File: src/rtl/alu_pipe_pkg.sv
// alu_pipe_pkg: opcode, flag and helper definitions shared by the pipelined ALU.
// Optional feature macro: ALU_PIPE_SAT_EN (opcode 3'b111 becomes signed saturating add).
package alu_pipe_pkg;

    localparam int OP_W   = 3;
    localparam int FLAG_W = 4;

    // Opcode encoding; OP_RSVD is illegal unless saturation is built in
    typedef enum logic [OP_W-1:0] {
        OP_ADD  = 3'b000,
        OP_SUB  = 3'b001,
        OP_LT   = 3'b010,
        OP_LTU  = 3'b011,
        OP_AND  = 3'b100,
        OP_OR   = 3'b101,
        OP_XOR  = 3'b110,
        OP_RSVD = 3'b111
    } alu_op_e;

    // Bit positions of the flags inside the 4-bit flag word
    localparam int FLAG_CARRY   = 0;
    localparam int FLAG_OVF     = 1;
    localparam int FLAG_ZERO    = 2;
    localparam int FLAG_ILLEGAL = 3;

    // Packed view of the flag word, MSB first: {illegal, zero, ovf, carry}
    typedef struct packed {
        logic illegal;
        logic zero;
        logic ovf;
        logic carry;
    } alu_flags_t;

    // Converts a flag vector built with the FLAG_* indices into the struct view
    function automatic alu_flags_t to_flags(input logic [FLAG_W-1:0] v);
        alu_flags_t f;
        f.illegal = v[FLAG_ILLEGAL];
        f.zero    = v[FLAG_ZERO];
        f.ovf     = v[FLAG_OVF];
        f.carry   = v[FLAG_CARRY];
        return f;
    endfunction

endpackage

File: src/rtl/alu_pipe_core.sv
// alu_pipe_core: purely combinational datapath of the pipelined ALU.
// Optional feature macro: ALU_PIPE_SAT_EN adds the ADDS (signed saturating add) opcode.
module alu_pipe_core
    import alu_pipe_pkg::*;
#(
    parameter int WIDTH = 32
) (
    input  logic [WIDTH-1:0] a_i,
    input  logic [WIDTH-1:0] b_i,
    input  alu_op_e          op_i,
    output logic [WIDTH-1:0] result_o,
    output alu_flags_t       flags_o
);

    localparam int MSB = WIDTH - 1;

    logic              carry_in;
    logic [WIDTH-1:0]  addend;
    logic [WIDTH:0]    sum;
    logic              add_ovf;
    logic [WIDTH-1:0]  res;
    logic [FLAG_W-1:0] flag_v;

    // One WIDTH+1 bit adder shared by ADD, SUB (inverted operand plus carry-in) and ADDS
    always_comb begin
        carry_in = (op_i == OP_SUB);
        addend   = carry_in ? ~b_i : b_i;
        sum      = {1'b0, a_i} + {1'b0, addend} + {{WIDTH{1'b0}}, carry_in};
        add_ovf  = (a_i[MSB] == addend[MSB]) && (sum[MSB] != a_i[MSB]);
    end

    // Result selection and flag generation per opcode
    always_comb begin
        res    = '0;
        flag_v = '0;
        case (op_i)
            OP_ADD, OP_SUB: begin
                res                = sum[MSB:0];
                flag_v[FLAG_CARRY] = sum[WIDTH];
                flag_v[FLAG_OVF]   = add_ovf;
            end
            OP_LT:  res = {{MSB{1'b0}}, ($signed(a_i) < $signed(b_i))};
            OP_LTU: res = {{MSB{1'b0}}, (a_i < b_i)};
            OP_AND: res = a_i & b_i;
            OP_OR:  res = a_i | b_i;
            OP_XOR: res = a_i ^ b_i;
`ifdef ALU_PIPE_SAT_EN
            OP_RSVD: begin
                if (add_ovf) begin
                    res = a_i[MSB] ? {1'b1, {MSB{1'b0}}} : {1'b0, {MSB{1'b1}}};
                end else begin
                    res = sum[MSB:0];
                end
                flag_v[FLAG_OVF] = add_ovf;
            end
`endif
            default: flag_v[FLAG_ILLEGAL] = 1'b1;
        endcase
        flag_v[FLAG_ZERO] = (res == '0) && !flag_v[FLAG_ILLEGAL];
    end

    assign result_o = res;
    assign flags_o  = to_flags(flag_v);

endmodule

File: src/rtl/alu_pipe.sv
// alu_pipe: two-stage pipelined ALU with valid/ready handshakes and full backpressure.
// Stage 1 holds the operands, stage 2 holds the computed result, flags and tag.
// Optional feature macro: ALU_PIPE_SAT_EN (handled inside alu_pipe_core).
module alu_pipe
    import alu_pipe_pkg::*;
#(
    parameter int WIDTH = 32,
    parameter int TAG_W = 4
) (
    input  logic              clk,
    input  logic              rst_n,
    input  logic              in_valid,
    output logic              in_ready,
    input  logic [WIDTH-1:0]  in_a,
    input  logic [WIDTH-1:0]  in_b,
    input  logic [2:0]        in_op,
    input  logic [TAG_W-1:0]  in_tag,
    output logic              out_valid,
    input  logic              out_ready,
    output logic [WIDTH-1:0]  out_result,
    output logic [TAG_W-1:0]  out_tag,
    output logic [3:0]        out_flags,
    output logic              busy
);

    logic              s1_valid_q, s1_valid_d;
    logic [WIDTH-1:0]  s1_a_q, s1_a_d;
    logic [WIDTH-1:0]  s1_b_q, s1_b_d;
    alu_op_e           s1_op_q, s1_op_d;
    logic [TAG_W-1:0]  s1_tag_q, s1_tag_d;

    logic              s2_valid_q, s2_valid_d;
    logic [WIDTH-1:0]  s2_result_q, s2_result_d;
    alu_flags_t        s2_flags_q, s2_flags_d;
    logic [TAG_W-1:0]  s2_tag_q, s2_tag_d;

    logic              s2_free;
    logic              s1_advance;
    logic              accept;
    logic [WIDTH-1:0]  core_result;
    alu_flags_t        core_flags;

    alu_pipe_core #(
        .WIDTH (WIDTH)
    ) u_core (
        .a_i      (s1_a_q),
        .b_i      (s1_b_q),
        .op_i     (s1_op_q),
        .result_o (core_result),
        .flags_o  (core_flags)
    );

    // Handshake: stage 2 can take new data when empty or being drained this cycle
    always_comb begin
        s2_free    = !s2_valid_q || out_ready;
        s1_advance = s1_valid_q && s2_free;
        in_ready   = !s1_valid_q || s2_free;
        accept     = in_valid && in_ready;
    end

    // Next-state for both stages; each stage holds unless it is loaded or drained
    always_comb begin
        s1_valid_d  = s1_valid_q;
        s1_a_d      = s1_a_q;
        s1_b_d      = s1_b_q;
        s1_op_d     = s1_op_q;
        s1_tag_d    = s1_tag_q;
        s2_valid_d  = s2_valid_q;
        s2_result_d = s2_result_q;
        s2_flags_d  = s2_flags_q;
        s2_tag_d    = s2_tag_q;

        if (accept) begin
            s1_valid_d = 1'b1;
            s1_a_d     = in_a;
            s1_b_d     = in_b;
            s1_op_d    = alu_op_e'(in_op);
            s1_tag_d   = in_tag;
        end else if (s1_advance) begin
            s1_valid_d = 1'b0;
        end

        if (s1_advance) begin
            s2_valid_d  = 1'b1;
            s2_result_d = core_result;
            s2_flags_d  = core_flags;
            s2_tag_d    = s1_tag_q;
        end else if (out_ready) begin
            s2_valid_d = 1'b0;
        end
    end

    // Pipeline registers; reset discards every in-flight operation at once
    always_ff @(posedge clk or negedge rst_n) begin
        if (!rst_n) begin
            s1_valid_q  <= 1'b0;
            s1_a_q      <= '0;
            s1_b_q      <= '0;
            s1_op_q     <= OP_ADD;
            s1_tag_q    <= '0;
            s2_valid_q  <= 1'b0;
            s2_result_q <= '0;
            s2_flags_q  <= '0;
            s2_tag_q    <= '0;
        end else begin
            s1_valid_q  <= s1_valid_d;
            s1_a_q      <= s1_a_d;
            s1_b_q      <= s1_b_d;
            s1_op_q     <= s1_op_d;
            s1_tag_q    <= s1_tag_d;
            s2_valid_q  <= s2_valid_d;
            s2_result_q <= s2_result_d;
            s2_flags_q  <= s2_flags_d;
            s2_tag_q    <= s2_tag_d;
        end
    end

    assign out_valid  = s2_valid_q;
    assign out_result = s2_result_q;
    assign out_tag    = s2_tag_q;
    assign out_flags  = s2_flags_q;
    assign busy       = s1_valid_q || s2_valid_q;

endmodule

File: config.mk
export PLATFORM = sky130hd
export DESIGN_NAME = alu_pipe
export DESIGN_NICKNAME = d
export VERILOG_FILES = /design/src/rtl/alu_pipe_pkg.sv /design/src/rtl/alu_pipe_core.sv /design/src/rtl/alu_pipe.sv
export SDC_FILE = /design/constraint.sdc
export NUM_CORES = 1
export LEC_CHECK = 0
export BUFFER_PORTS_ARGS = -buffer_cell sky130_fd_sc_hd__buf_2
export CAP_MARGIN = 20
export CORE_ASPECT_RATIO = 0.8
export CORE_MARGIN = 3
export CORE_UTILIZATION = 57
export DETAILED_ROUTE_END_ITERATION = 6
export GPL_ROUTABILITY_DRIVEN = 0
export GPL_TIMING_DRIVEN = 0
export MAX_ROUTING_LAYER = met4
export PLACE_DENSITY = 0.84
export SETUP_SLACK_MARGIN = 0.15
export SYNTH_ARGS = -nofsm -noshare
export SYNTH_HDL_FRONTEND = slang
export SYNTH_SLANG_ARGS = --single-unit
File: constraint.sdc
create_clock -name clk -period 12.7 [get_ports clk]
set_input_delay 1.905 -clock clk [delete_from_list [all_inputs] [get_ports clk]]
set_output_delay 1.905 -clock clk [all_outputs]
set_load 0.02 [all_outputs]
After elaboration in Yosys (flattened, before gate mapping):

Index checks and enable logic that the tools add are counted.

* $add $sub $neg: 2
* magnitude comparators: 2
* eq/ne operators: 8
* muxes and demuxes: 8
* bitwise gates (word level): 4
* reductions and logical operators: 15

Operators by type and width (number)
* $pmux 32 s6: 1
* $lt 32x32->1: 2
* $add 32x32->33: 1
* $add 33x1->33: 1
* $and 32x32->32: 1
* $logic_not 32->1: 1
* $mux 32: 1
* $not 32->32: 1
* $or 32x32->32: 1
* $xor 32x32->32: 1
* $eq 3x3->1 const B: 3
* $reduce_or 7->1: 1
* $eq 3x2->1 const B: 2
* $mux 1: 5
* $logic_and 1x1->1: 4
* $reduce_bool 2->1: 2
* $eq 3x1->1 const B: 1
* $logic_not 3->1: 1
* $logic_or 1x1->1: 3
* $logic_not 1->1: 2
* $mux 2: 1
* $reduce_or 2->1: 1
* $eq 1x1->1: 1
* $ne 1x1->1: 1

* bits in registers: 113
* input port bits: 75
* output and inout port bits: 43
* logic and storage cells: 51

Depth between registers and ports, before layout:

Gate-level depths: netlist of run 1.

* depth in word-level cells: 7
* gate-level depth with buffers: 16

By module:

A second synthesis of run 1 with hierarchy kept.

* cell total of the unflattened synthesis: 958
* area total of the unflattened synthesis: 9395.3 µm²

By module, submodules not included
* alu_pipe_core: instances 1, cells an instance 716, area an instance 5148.7 µm², seq. area each 0.0 µm²
* alu_pipe: instances 1, cells an instance 242, area an instance 4246.6 µm², seq. area each 2827.7 µm²

Worst setup path before layout of run 1:

OpenSTA, ideal clock, no wires.

* path kind: input -> output
* from: input port out_ready
* to: output port in_ready
* data arrival time: 2.188 ns
* required time: 10.795 ns
* path slack: 8.607 ns
* stages on the path: 1
* path buffers: 0
* cell sequence: nand3b_1

* word-level cells in the longest chain between the ends: 2

Ends and longest elaborated chain
* start: declaration: line alu_pipe.sv:19 `input logic out_ready,`
* $logic_or 1x1->1: line alu_pipe.sv:55 `s2_free = !s2_valid_q || out_ready;`
* $logic_or 1x1->1: line alu_pipe.sv:57 `in_ready = !s1_valid_q || s2_free;`
* end: declaration: line alu_pipe.sv:13 `output logic in_ready,`

No other way between the ends.

Worst setup path in the final report of run 1:

* from: register s1_op_q[1]
* to: register s2_flags_q, in the netlist out_flags[2]

* word-level cells in the longest chain between the ends: 7

Ends and longest elaborated chain
* start: declaration: line alu_pipe.sv:29 `alu_op_e s1_op_q, s1_op_d;`
* start signal: assignment: line alu_pipe.sv:109 `s1_op_q <= s1_op_d;`
* $eq 3x1->1: line alu_pipe_core.sv:26, alu_pipe_core.sv:36
* $mux 32: line alu_pipe_core.sv:27 `addend = carry_in ? ~b_i : b_i;`
* $add 32x32->33: line alu_pipe_core.sv:28 `sum = {1'b0, a_i} + {1'b0, addend} + {{WIDTH{1'b0}}, carry_in};`
* $add 33x1->33: line alu_pipe_core.sv:28
* $pmux 32 s6: line alu_pipe_core.sv:36 `case (op_i)`
* $logic_not 32->1: line alu_pipe_core.sv:59 `flag_v[FLAG_ZERO] = (res == '0) && !flag_v[FLAG_ILLEGAL];`
* $logic_and 1x1->1 (*): line alu_pipe_core.sv:59
* end signal: assignment: line alu_pipe.sv:113 `s2_flags_q <= s2_flags_d;`
* end: declaration: line alu_pipe.sv:34 `alu_flags_t s2_flags_q, s2_flags_d;`

Every way passes the cells marked *; elsewhere a longest branch is shown, timed or not.
A chain may end at the register's enable or synchronous reset.

==> results.md, run 1 <==
- Worst Path Arrival: 5.76 ns
- Met3 Resource Use GR: 7.38%
- TritonCTS Buffers: 17
- Routing usage on met1: 43.2%
- Crit Path Category: register to register
- Flop2flop setup slack: 7.29 ns
- EDFF count, synth: 0
- FF-to-FF Start: s1_op_q[1]
- Post-route minimum period: 5.41 ns
- Max-cap violations: 0
- Syn Inst Count: 1006
- Nature of the critical path endpoint: register
- Most used DFF post-synth: dfrtp_1
- CP Launch Type: register
- Netlist cell types: 76
- Sequential area share after synthesis: 30.4%
- HPWL after DPL: 20.4 mm
- Worst Hold Class: register to register
- Synthesized flop and latch total: 113
- Synth top area cells: dfrtp_1, ha_1, mux2_2, xnor2_1, inv_1
- CP delay by family, top: simple AND/OR/NAND/NOR gates
- Worst rel slew slack: 38.9%
- Req. time, crit path: 13.05 ns
- Post-layout nets: 1351
- R2R cell count: 15
- Area share of and/or/nand/nor cells after synthesis: 12.6%
- IO buf count: 117
- Via density: 6.19
- Worst R2R End: out_flags[2]
- Reg clk slew, reported paths: 0.06 ns
- Pins over their slew limit: 0
- Pin count of the biggest net entering global routing: 63
- Unrepaired setup endpoints after global routing: false
- CTS tree: built
- GRT overflow: 0
- Crit path cell chain: buf_2 > nor3b_2 > buf_1 > xnor2_1 > ha_1 > nand2b_1 > a211oi_1 > a211oi_2 > and4_1 > nor4_1 > nand4_1 > nor4_1 > nand4_1 > nor4_1 > a32o_1
- Clk root buf: clkbuf_16
- Routed Antenna Nets: 0
- Most numerous cell on the critical path: nor4_1
- Vias: 8484
- First-pass GRT wire length: 42.4 mm
- Post-CTS Setup Bufs: 0
- Area of the multi-input gates: 5920 µm²
- Multiplexer share of the synthesized area: 10.6%
- Status: finished clean
- Buf/Inv on CP: 2
- Proportion of netlist area held by the largest area contributor: 30.4%
- Share of cells above drive strength 1: 22.5%
- Worst Hold Launch: out_result[3]
- DRT Pass-1 Iters: 6
- Worst path max stage delay: 0.67 ns
- Initial core utilization: 58.6%
- Fin crit share: 42.6%
- Setup TNS: 0 ns
- Layer with the highest usage: met2
- Via count of the first global-routing pass: 8156
- Total track usage: 31.3%
- Hold endpoint: out_result[3]
- Worst Path Max Fanout: 10
- Most frequent cells after synthesis: ha_1, dfrtp_1, inv_1
- Synthesized area: 9290 µm²
- Per-cell routed wire length: 19.8 µm
- Max IR drop VDD: 0.125 mV
- Final Hold Violating Endpoints: 0
- Syn Nets: 1214
- Least-Margin Pin Slew: 0.917 ns
- Top-count cell post-synth: ha_1
- Clock Skews: 0.0113 ns
- Drt initial violations: 984
- Yosys warnings: 0
- I/O pin count: 118
- Die area: 17900 µm²
- Mean Syn Cell Area: 9.24 µm²
- Clock latency on the worst-skew pair: 0.42 ns
- Largest family of logic cells by synthesized area: adder cells
- Die height: 120 µm
- Core Box Area: 15900 µm²
- Cts hold-fix bufs: 0
- Leak: 5.19 nW
- Post-Route WL: 27.2 mm
- Clock sink count: 113
- Synth-to-layout area growth: 17.1%
- H-tree Lvls: 4
- Pwr Total: 0.00208 W
- DIE WIDTH: 149 µm
- Fillers: 1250
- Met2 Use GR: 45.0%
- Async SR Flop Fraction: 100%
- Clock tree buffer depth: 2
- Max Clk Rate: 0.185 GHz
- Cells on Worst Hold Path: 2
- Site Rows: 41
- Cell taking the most area after synthesis: dfrtp_1
- Post-synthesis compound-gate area fraction: 17.7%
- Initial antenna violation count: 1
- CP max-delay cell: buf_1
- Post-synthesis adder-cell area fraction: 18.0%
- Resized cells post-CTS: 0
- Reg area: 2830 µm²
- Final setup violation count: 0
- Power Dens Cells: 191 nW/µm²
- Synth Area in XOR/XNOR: 4.90%
- DRC: 0
## sequential cells by signal (all words and copies together) (netlist names)
name / flops
out_flags: 4
s1_valid_q: 1
s1_op_q: 3
s1_a_q: 32
out_valid: 1
s1_tag_q: 4
s1_b_q: 32
out_result: 32
out_tag: 4
## through the flow
step | instances | cell area (µm²) | hold WS [ns] | utilization (%) | setup slack, ns
4_1_cts | 1369 | 10900 | 0.486 | 68.6 | 7.41
3_5_place_dp | 1339 | 10200 | 0.474 | 64.2 | 7.47
6_report | 1371 | 10900 | 0.482 | 68.6 | 7.29
3_3_place_gp | 1338 | 10100 | 0.459 | 64.0 | 7.50
2_1_floorplan | 1006 | 9290 | 0.475 | - | 8.61
5_1_grt | 1370 | 10900 | 0.492 | 68.6 | 7.05
## power by group
group	leakage [nW]	internal, W	total, W	switching [W]
Clock	0.339	0.000402	0.000573	0.000171
Sequential	1.36	0.000442	0.000515	0.0000732
Combinational	3.49	0.000380	0.000989	0.000609
## worst min-delay path: cells and delay by family (launching register included)
kind | cells | cell delay [ns]
compound gates | 1 | 0.06
flops | 1 | 0.34
simple gates | 1 | 0.05
## logic make-up after synthesis
kind of cell	Yosys count
mux	88
simple gates	231
flops	113
buf+inv	141
fa+ha+maj	133
xor+xnor	52
compound gates	248
## placed cells by master, fill, tap and decap left out, types with 17 or more instances in the layout
cell and count:
a21oi_1 58, buf_2 128, clkbuf_1 25, clkbuf_16 17
dfrtp_1 113, ha_1 132, inv_1 90, mux2_2 82
nand2_1 84, nor2_1 37, o21ai_0 58, xnor2_1 47
## how the worst max path moves through the flow
stage	start	endpoint	slack, ns	cells past startpoint
finish	s1_op_q[1]	out_flags[2]	7.29	15
global route	s1_op_q[1]	out_flags[2]	7.05	15
CTS	s1_op_q[1]	out_flags[2]	7.41	15
detailed placement	s1_op_q[1]	out_flags[2]	7.47	15
global placement	s1_op_q[1]	out_flags[2]	7.50	15
floorplan	out_ready	in_ready	8.61	1
## layout make-up
cell class | instances | share of cell area, %
tap | 215 | 2.47
inverter | 92 | 3.17
sequential | 113 | 26.0
multi-input combinational | 752 | 54.4
timing repair buffer | 118 | 5.66
clock inverter | 9 | 2.09
antenna | 2 | 0.0460
buffer | 49 | 1.84
clock buffer | 21 | 4.32
## layer usage
layer	share of wire, %	vias to the layer above	routed length, µm
met2	43	501	11600
met1	42	4052	11600
met4	3.3	0	886
met5	0	-	0
li1	-	3840	-
met3	12	91	3190
Note: power is estimated with default switching activity, not from simulation.
==> run 2, diff against run 1 <==
Settings changed: ABC_AREA set to 1.
Clock period 12.7 ns to 5.7 ns, I/O delays scaled along.
==> run 2 against run 1 <==
Net effect: critical path depth up 4; routed wire length up 8.2%; maximum frequency up 37%; synthesized cell count up 35%; clock skew up 0.0070 ns; power up 110%; global-route usage up 3.0 points; utilization down 0.21 points; combinational power up 120%; die area up 1.6%; clock power up 99%; critical path type unchanged.
==> results.md, run 2 <==
- DRT Pass-1 Iters: 6
- Netlist cell types: 36
- Final setup violation count: 0
- Clock tree buffer depth: 2
- Worst Hold Class: input port to async pin
- CP max-delay cell: buf_1
- CTS tree: built
- Synthesized area: 9450 µm²
- Vias: 9674
- Synth Area in XOR/XNOR: 2.97%
- I/O pin count: 118
- Post-layout nets: 1707
- Worst rel slew slack: 36.3%
- DIE WIDTH: 150 µm
- Crit Path Category: register to register
- Clock Skews: 0.0184 ns
- Synth top area cells: dfrtp_1, ha_1, nand2_1, inv_1, a21oi_1
- CP delay by family, top: simple AND/OR/NAND/NOR gates
- Yosys warnings: 0
- Most frequent cells after synthesis: nand2_1, inv_1, nor2_1
- Commonest cells after routing, fill and taps aside: nand2_1, inv_1, nor2_1, a21oi_1, ha_1
- Share of cells above drive strength 1: 10.9%
- GRT overflow: 0
- Pin count of the biggest net entering global routing: 72
- Crit path cell chain: inv_2 > nand3_2 > buf_1 > xor2_1 > ha_1 > nand2_1 > nor2_1 > nand2_1 > nor3_1 > nand2_1 > nand2_1 > nand2_1 > nand3_1 > nand2_1 > nor2_1 > nand2_1 > nor2_1 > nand4_1 > nand2_1
- Worst path max stage delay: 0.73 ns
- Routed Antenna Nets: 0
- Largest family of logic cells by synthesized area: simple AND/OR/NAND/NOR gates
- First-pass GRT wire length: 47.1 mm
- Syn Nets: 1570
- Nature of the critical path endpoint: register
- FF-to-FF Start: s1_op_q[1]
- Layout Cells excl Fill: 1728
- Via density: 5.60
- Pins over their slew limit: 0
- Die height: 121 µm
- Resized cells post-CTS: 0
- Req. time, crit path: 6.07 ns
- Site Rows: 41
- DRC: 0
- Least-Margin Pin Slew: 0.955 ns
- Placed insts: 1695
- Most common cell after layout, fill and taps aside: nand2_1
- Flop2flop setup slack: 1.75 ns
- EDFF count, synth: 0
- Synth-to-layout area growth: 15.9%
- H-tree Lvls: 4
- Clock sink count: 113
- Area share of and/or/nand/nor cells after synthesis: 26.5%
- Worst R2R End: out_flags[2]
- Sequential area share after synthesis: 29.9%
- Via count of the first global-routing pass: 9227
- Die area: 18200 µm²
- Max Clk Rate: 0.253 GHz
- Final core utilization: 68.4%
- Post-CTS Setup Bufs: 0
- Placed cell area: 10300 µm²
- Worst Path Arrival: 4.32 ns
- Leak: 6.13 nW
- Post-synthesis adder-cell area fraction: 17.7%
- Reg clk slew, reported paths: 0.08 ns
- Worst setup startpoint: s1_op_q[1]
- Most used DFF post-synth: dfrtp_1
- Unrepaired setup endpoints after global routing: false
- Buf/Inv on CP: 2
- Max-cap violations: 0
- Clock latency on the worst-skew pair: 0.44 ns
- Top-count cell post-synth: nand2_1
- Setup TNS: 0 ns
- IO buf count: 117
- Final Hold Violating Endpoints: 0
- Syn Inst Count: 1362
- Multiplexer share of the synthesized area: 0%
- Post-Route WL: 29.4 mm
- Core Box Area: 16000 µm²
- Proportion of netlist area held by the largest area contributor: 29.9%
- Worst Path Max Fanout: 10
- Status: finished clean
- R2R cell count: 19
- CP Launch Type: register
- Stages on the worst setup path: 19
- Per-cell routed wire length: 17.0 µm
- Most numerous cell on the critical path: nand2_1
- Finished Cell Area: 11000 µm²
- Synthesized flop and latch total: 113
- Post-route minimum period: 3.95 ns
- Max IR drop VDD: 0.399 mV
- Power Dens Cells: 406 nW/µm²
- TritonCTS Buffers: 17
- Cts hold-fix bufs: 0
- Clk root buf: clkbuf_16
- HPWL after DPL: 22.4 mm
- Cell taking the most area after synthesis: dfrtp_1
- Drt initial violations: 894
- Initial antenna violation count: 2
- Total track usage: 34.3%
- Async SR Flop Fraction: 100%
- Fin crit share: 69.4%
- Initial core utilization: 59.0%
- Mean Syn Cell Area: 6.94 µm²
- Post-synthesis compound-gate area fraction: 12.9%
-- run 2: kinds of logic (layout without fill, tap and decap cells) --
group / count (synthesis) / in the layout
other: 0 / 2
buffers and inverters: 247 / 396
adder cells (fa/ha/maj): 133 / 133
AND/OR/NAND/NOR: 614 / 614
XOR/XNOR: 32 / 32
flip-flops: 113 / 113
AO/OA/AOI/OAI: 223 / 223
-- run 2: cell type report --
class | count | area [µm²]
Fill cell | 1400 | 5050
Buffer | 37 | 156
Antenna cell | 2 | 5.00
Clock inverter | 13 | 175
Inverter | 210 | 788
Timing Repair Buffer | 118 | 616
Tap cell | 215 | 269
Clock buffer | 18 | 439
Multi-Input combinational cell | 1002 | 5680
Sequential cell | 113 | 2830
-- run 2: worst max path at each step --
stage,endpoint,slack [ns]
2_1_floorplan,out_flags[2],2.93
3_3_place_gp,out_flags[2],2.08
3_5_place_dp,out_flags[2],1.96
4_1_cts,out_flags[2],1.90
5_1_grt,out_flags[2],1.41
6_report,out_flags[2],1.75
-- run 2: through the flow --
step | hold WS, ns | setup slack, ns | total power [W]
after floorplan | 0.478 | 2.93 | 0.00258
after global placement | 0.455 | 2.08 | 0.00316
after detailed placement | 0.462 | 1.96 | 0.00321
after CTS | 0.434 | 1.90 | 0.00438
after global routing | 0.465 | 1.41 | 0.00475
final | 0.415 | 1.75 | 0.00444
-- run 2: layer usage --
| layer | global-route usage, % | vias up | wire, µm |
|---|---|---|---|
| met5 | - | - | 0 |
| met4 | 10.9 | 0 | 751 |
| met3 | 10.0 | 74 | 3740 |
| met2 | 48.5 | 555 | 12100 |
| met1 | 47.5 | 4425 | 12900 |
| li1 | - | 4620 | - |
-- run 2: power by group --
part	switching (W)	leakage, nW	internal (W)	total [W]
clock network	0.000438	0.294	0.000705	0.00114
registers	0.000144	1.32	0.000988	0.00113
logic	0.00147	4.52	0.000702	0.00217
==> run 3, diff against run 2 <==
Settings changed: ABC_AREA 1 to 0, CORE_UTILIZATION 57 to 54, PLACE_DENSITY 0.84 to 0.83.
Clock period 5.7 ns to 3.6 ns, I/O delays scaled along.
==> run 3 against run 2 <==
Net effect: the flow now finishes with violations (DRC, setup timing); critical endpoint unchanged; routed wire length rose by 3.8%; highest routed layer unchanged; sequential power rose by 62%; power rose by 77%; largest cell class unchanged.
==> results.md, run 3 (synthesized netlist as in run 1, its figures left out) <==
- Violated checks: DRC, setup timing
- Reg clk slew, reported paths: 0.06 ns
- Most common cell after layout, fill and taps aside: ha_1
- DRC: 14
- GRT overflow: 0
- IO buf count: 117
- Post-route minimum period: 4.28 ns
- Worst Path Max Fanout: 7
- Core Box Area: 16700 µm²
- Max IR drop VDD: 0.444 mV
- Worst Hold Class: input port to async pin
- Fin crit share: 119%
- Unrepaired setup endpoints after global routing: true
- Clk root buf: clkbuf_16
- Final setup violation count: 13
- Clock Skews: 0.0117 ns
- Most numerous cell on the critical path: buf_6
- Routed Antenna Nets: 0
- Crit Path Category: register to register
- Post-layout nets: 1393
- Synth-to-layout area growth: 26.7%
- TritonCTS Buffers: 17
- I/O pin count: 118
- Hold Slack: 0.169 ns
- Max-cap violations: 0
- CP max-delay cell: fa_2
- Via count of the first global-routing pass: 8501
- Per-cell routed wire length: 21.5 µm
- Site Rows: 42
- Least-Margin Pin Slew: 0.939 ns
- Fin worst setup slack: -0.684 ns
- Clock sink count: 113
- Total track usage: 31.9%
- Die area: 18800 µm²
- Worst path max stage delay: 0.41 ns
- DRT Pass-1 Iters: 7
- Die height: 123 µm
- HPWL after DPL: 20.2 mm
- Leak: 5.51 nW
- H-tree Lvls: 4
- Drt initial violations: 1122
- DIE WIDTH: 153 µm
- CTS tree: built
- Fillers: 1176
- Max Clk Rate: 0.233 GHz
- Initial core utilization: 55.6%
- Dpl ws: -0.938 ns
- Post-Route WL: 30.6 mm
- Pin count of the biggest net entering global routing: 58
- Nature of the critical path endpoint: register
- Clock latency on the worst-skew pair: 0.44 ns
- Crit path cell chain: buf_6 > nor3b_4 > buf_6 > buf_6 > buf_6 > xnor2_4 > inv_2 > fa_2 > nand2b_4 > a211oi_4 > a211oi_4 > buf_12 > a2111oi_4 > o21ai_2 > xnor2_1 > a22oi_2 > o211ai_1 > nor4_2 > a32o_1
- Worst Path Arrival: 4.65 ns
- Initial antenna violation count: 1
- Pins over their slew limit: 0
- Worst rel slew slack: 36.8%
- FF-to-FF Start: s1_op_q[1]
- Final Hold Violating Endpoints: 0
- Pwr Total: 0.00789 W
- First-pass GRT wire length: 45.8 mm
- Req. time, crit path: 3.97 ns
- Share of cells above drive strength 1: 31.5%
- Vias: 8951
- Commonest cells after routing, fill and taps aside: ha_1, buf_2, dfrtp_1, inv_1
- Worst setup startpoint: s1_op_q[1]
- Via density: 6.31
- Status: finished with violations
- Power Dens Cells: 670 nW/µm²
- CP Launch Type: register
- Clock tree buffer depth: 2
## run 3: cell count changes in the layout (fill, tap and decap cells not counted), moves of 10 or more
cell / previous run / this run
inv_1: 206 / 89
nor2_1: 167 / 32
xor2_1: 32 / 5
nand2_1: 328 / 82
a21oi_1: 142 / 46
xnor2_1: 0 / 44
mux2_2: 0 / 82
o21ai_0: 32 / 50
nand2b_1: 1 / 15
buf_4: 1 / 36
o22ai_1: 21 / 10
o21ai_1: 0 / 10
nand3_1: 76 / 9
## run 3: stage by stage
stage | setup TNS (ns) | utilization, % | cells | area, µm²
2_1_floorplan | 0 | - | 1006 | 9360
3_3_place_gp | -2.22 | 61.2 | 1343 | 10200
3_5_place_dp | -2.64 | 61.4 | 1344 | 10300
4_1_cts | -0.739 | 68.3 | 1402 | 11400
5_1_grt | -3.47 | 70.5 | 1419 | 11800
6_report | -2.24 | 70.5 | 1419 | 11800
## run 3: path summary, 6_finish.rpt
check | to | slack [ns] | cells past startpoint
max | out_flags[2] | -0.68 | 19
min | s1_a_q[30] | 0.17 | 1
max reg2reg | out_flags[2] | -0.68 | 19
min reg2reg | out_result[28] | 0.49 | 2
max in group asynchronous | s1_b_q[14] | 2.69 | 2
min in group clk | s1_b_q[6] | 0.33 | 2
## run 3: power breakdown
part	switching, W	leakage [nW]	internal (W)
combinational	0.00256	3.87	0.00175
clock	0.000641	0.275	0.00111
sequential	0.000268	1.36	0.00156
## run 3: final cells by class
cell class | instances | area [µm²] | share of cell area (%)
tap | 220 | 275 | 2.34
multi-input combinational | 752 | 6400 | 54.4
antenna | 1 | 2.50 | 0.0213
buffer | 49 | 297 | 2.52
timing repair buffer | 160 | 1020 | 8.66
clock inverter | 12 | 158 | 1.34
sequential | 113 | 2830 | 24.0
inverter | 92 | 345 | 2.93
clock buffer | 20 | 447 | 3.79
## run 3: repair_timing
item | in CTS | in global routing
setup buffers | 24 | 16
pin swaps | 34 | 27
cloned | 2 | 0
resized for setup | 66 | 53
setup endpoints to repair | 19 | 21
hold buffers | 0 | 0
## run 3: layer usage
metal / wire (µm) / GRT usage, % / vias to the layer above / share of wire [%]
met2: 12900 / 46.4 / 655 / 42
met3: 4250 / 11.2 / 178 / 14
met4: 1500 / 12.1 / 0 / 4.9
met1: 11900 / 41.2 / 4177 / 39
li1: - / - / 3941 / -
met5: 0 / - / - / 0
## run 3: worst max-delay path: cells and delay by family (launching register included)
family / cells / cell delay (ns)
compound gates: 7 / 1.67
xor+xnor: 2 / 0.27
simple gates: 3 / 0.70
flops: 1 / 0.40
buf+inv: 6 / 0.74
fa+ha+maj: 1 / 0.41
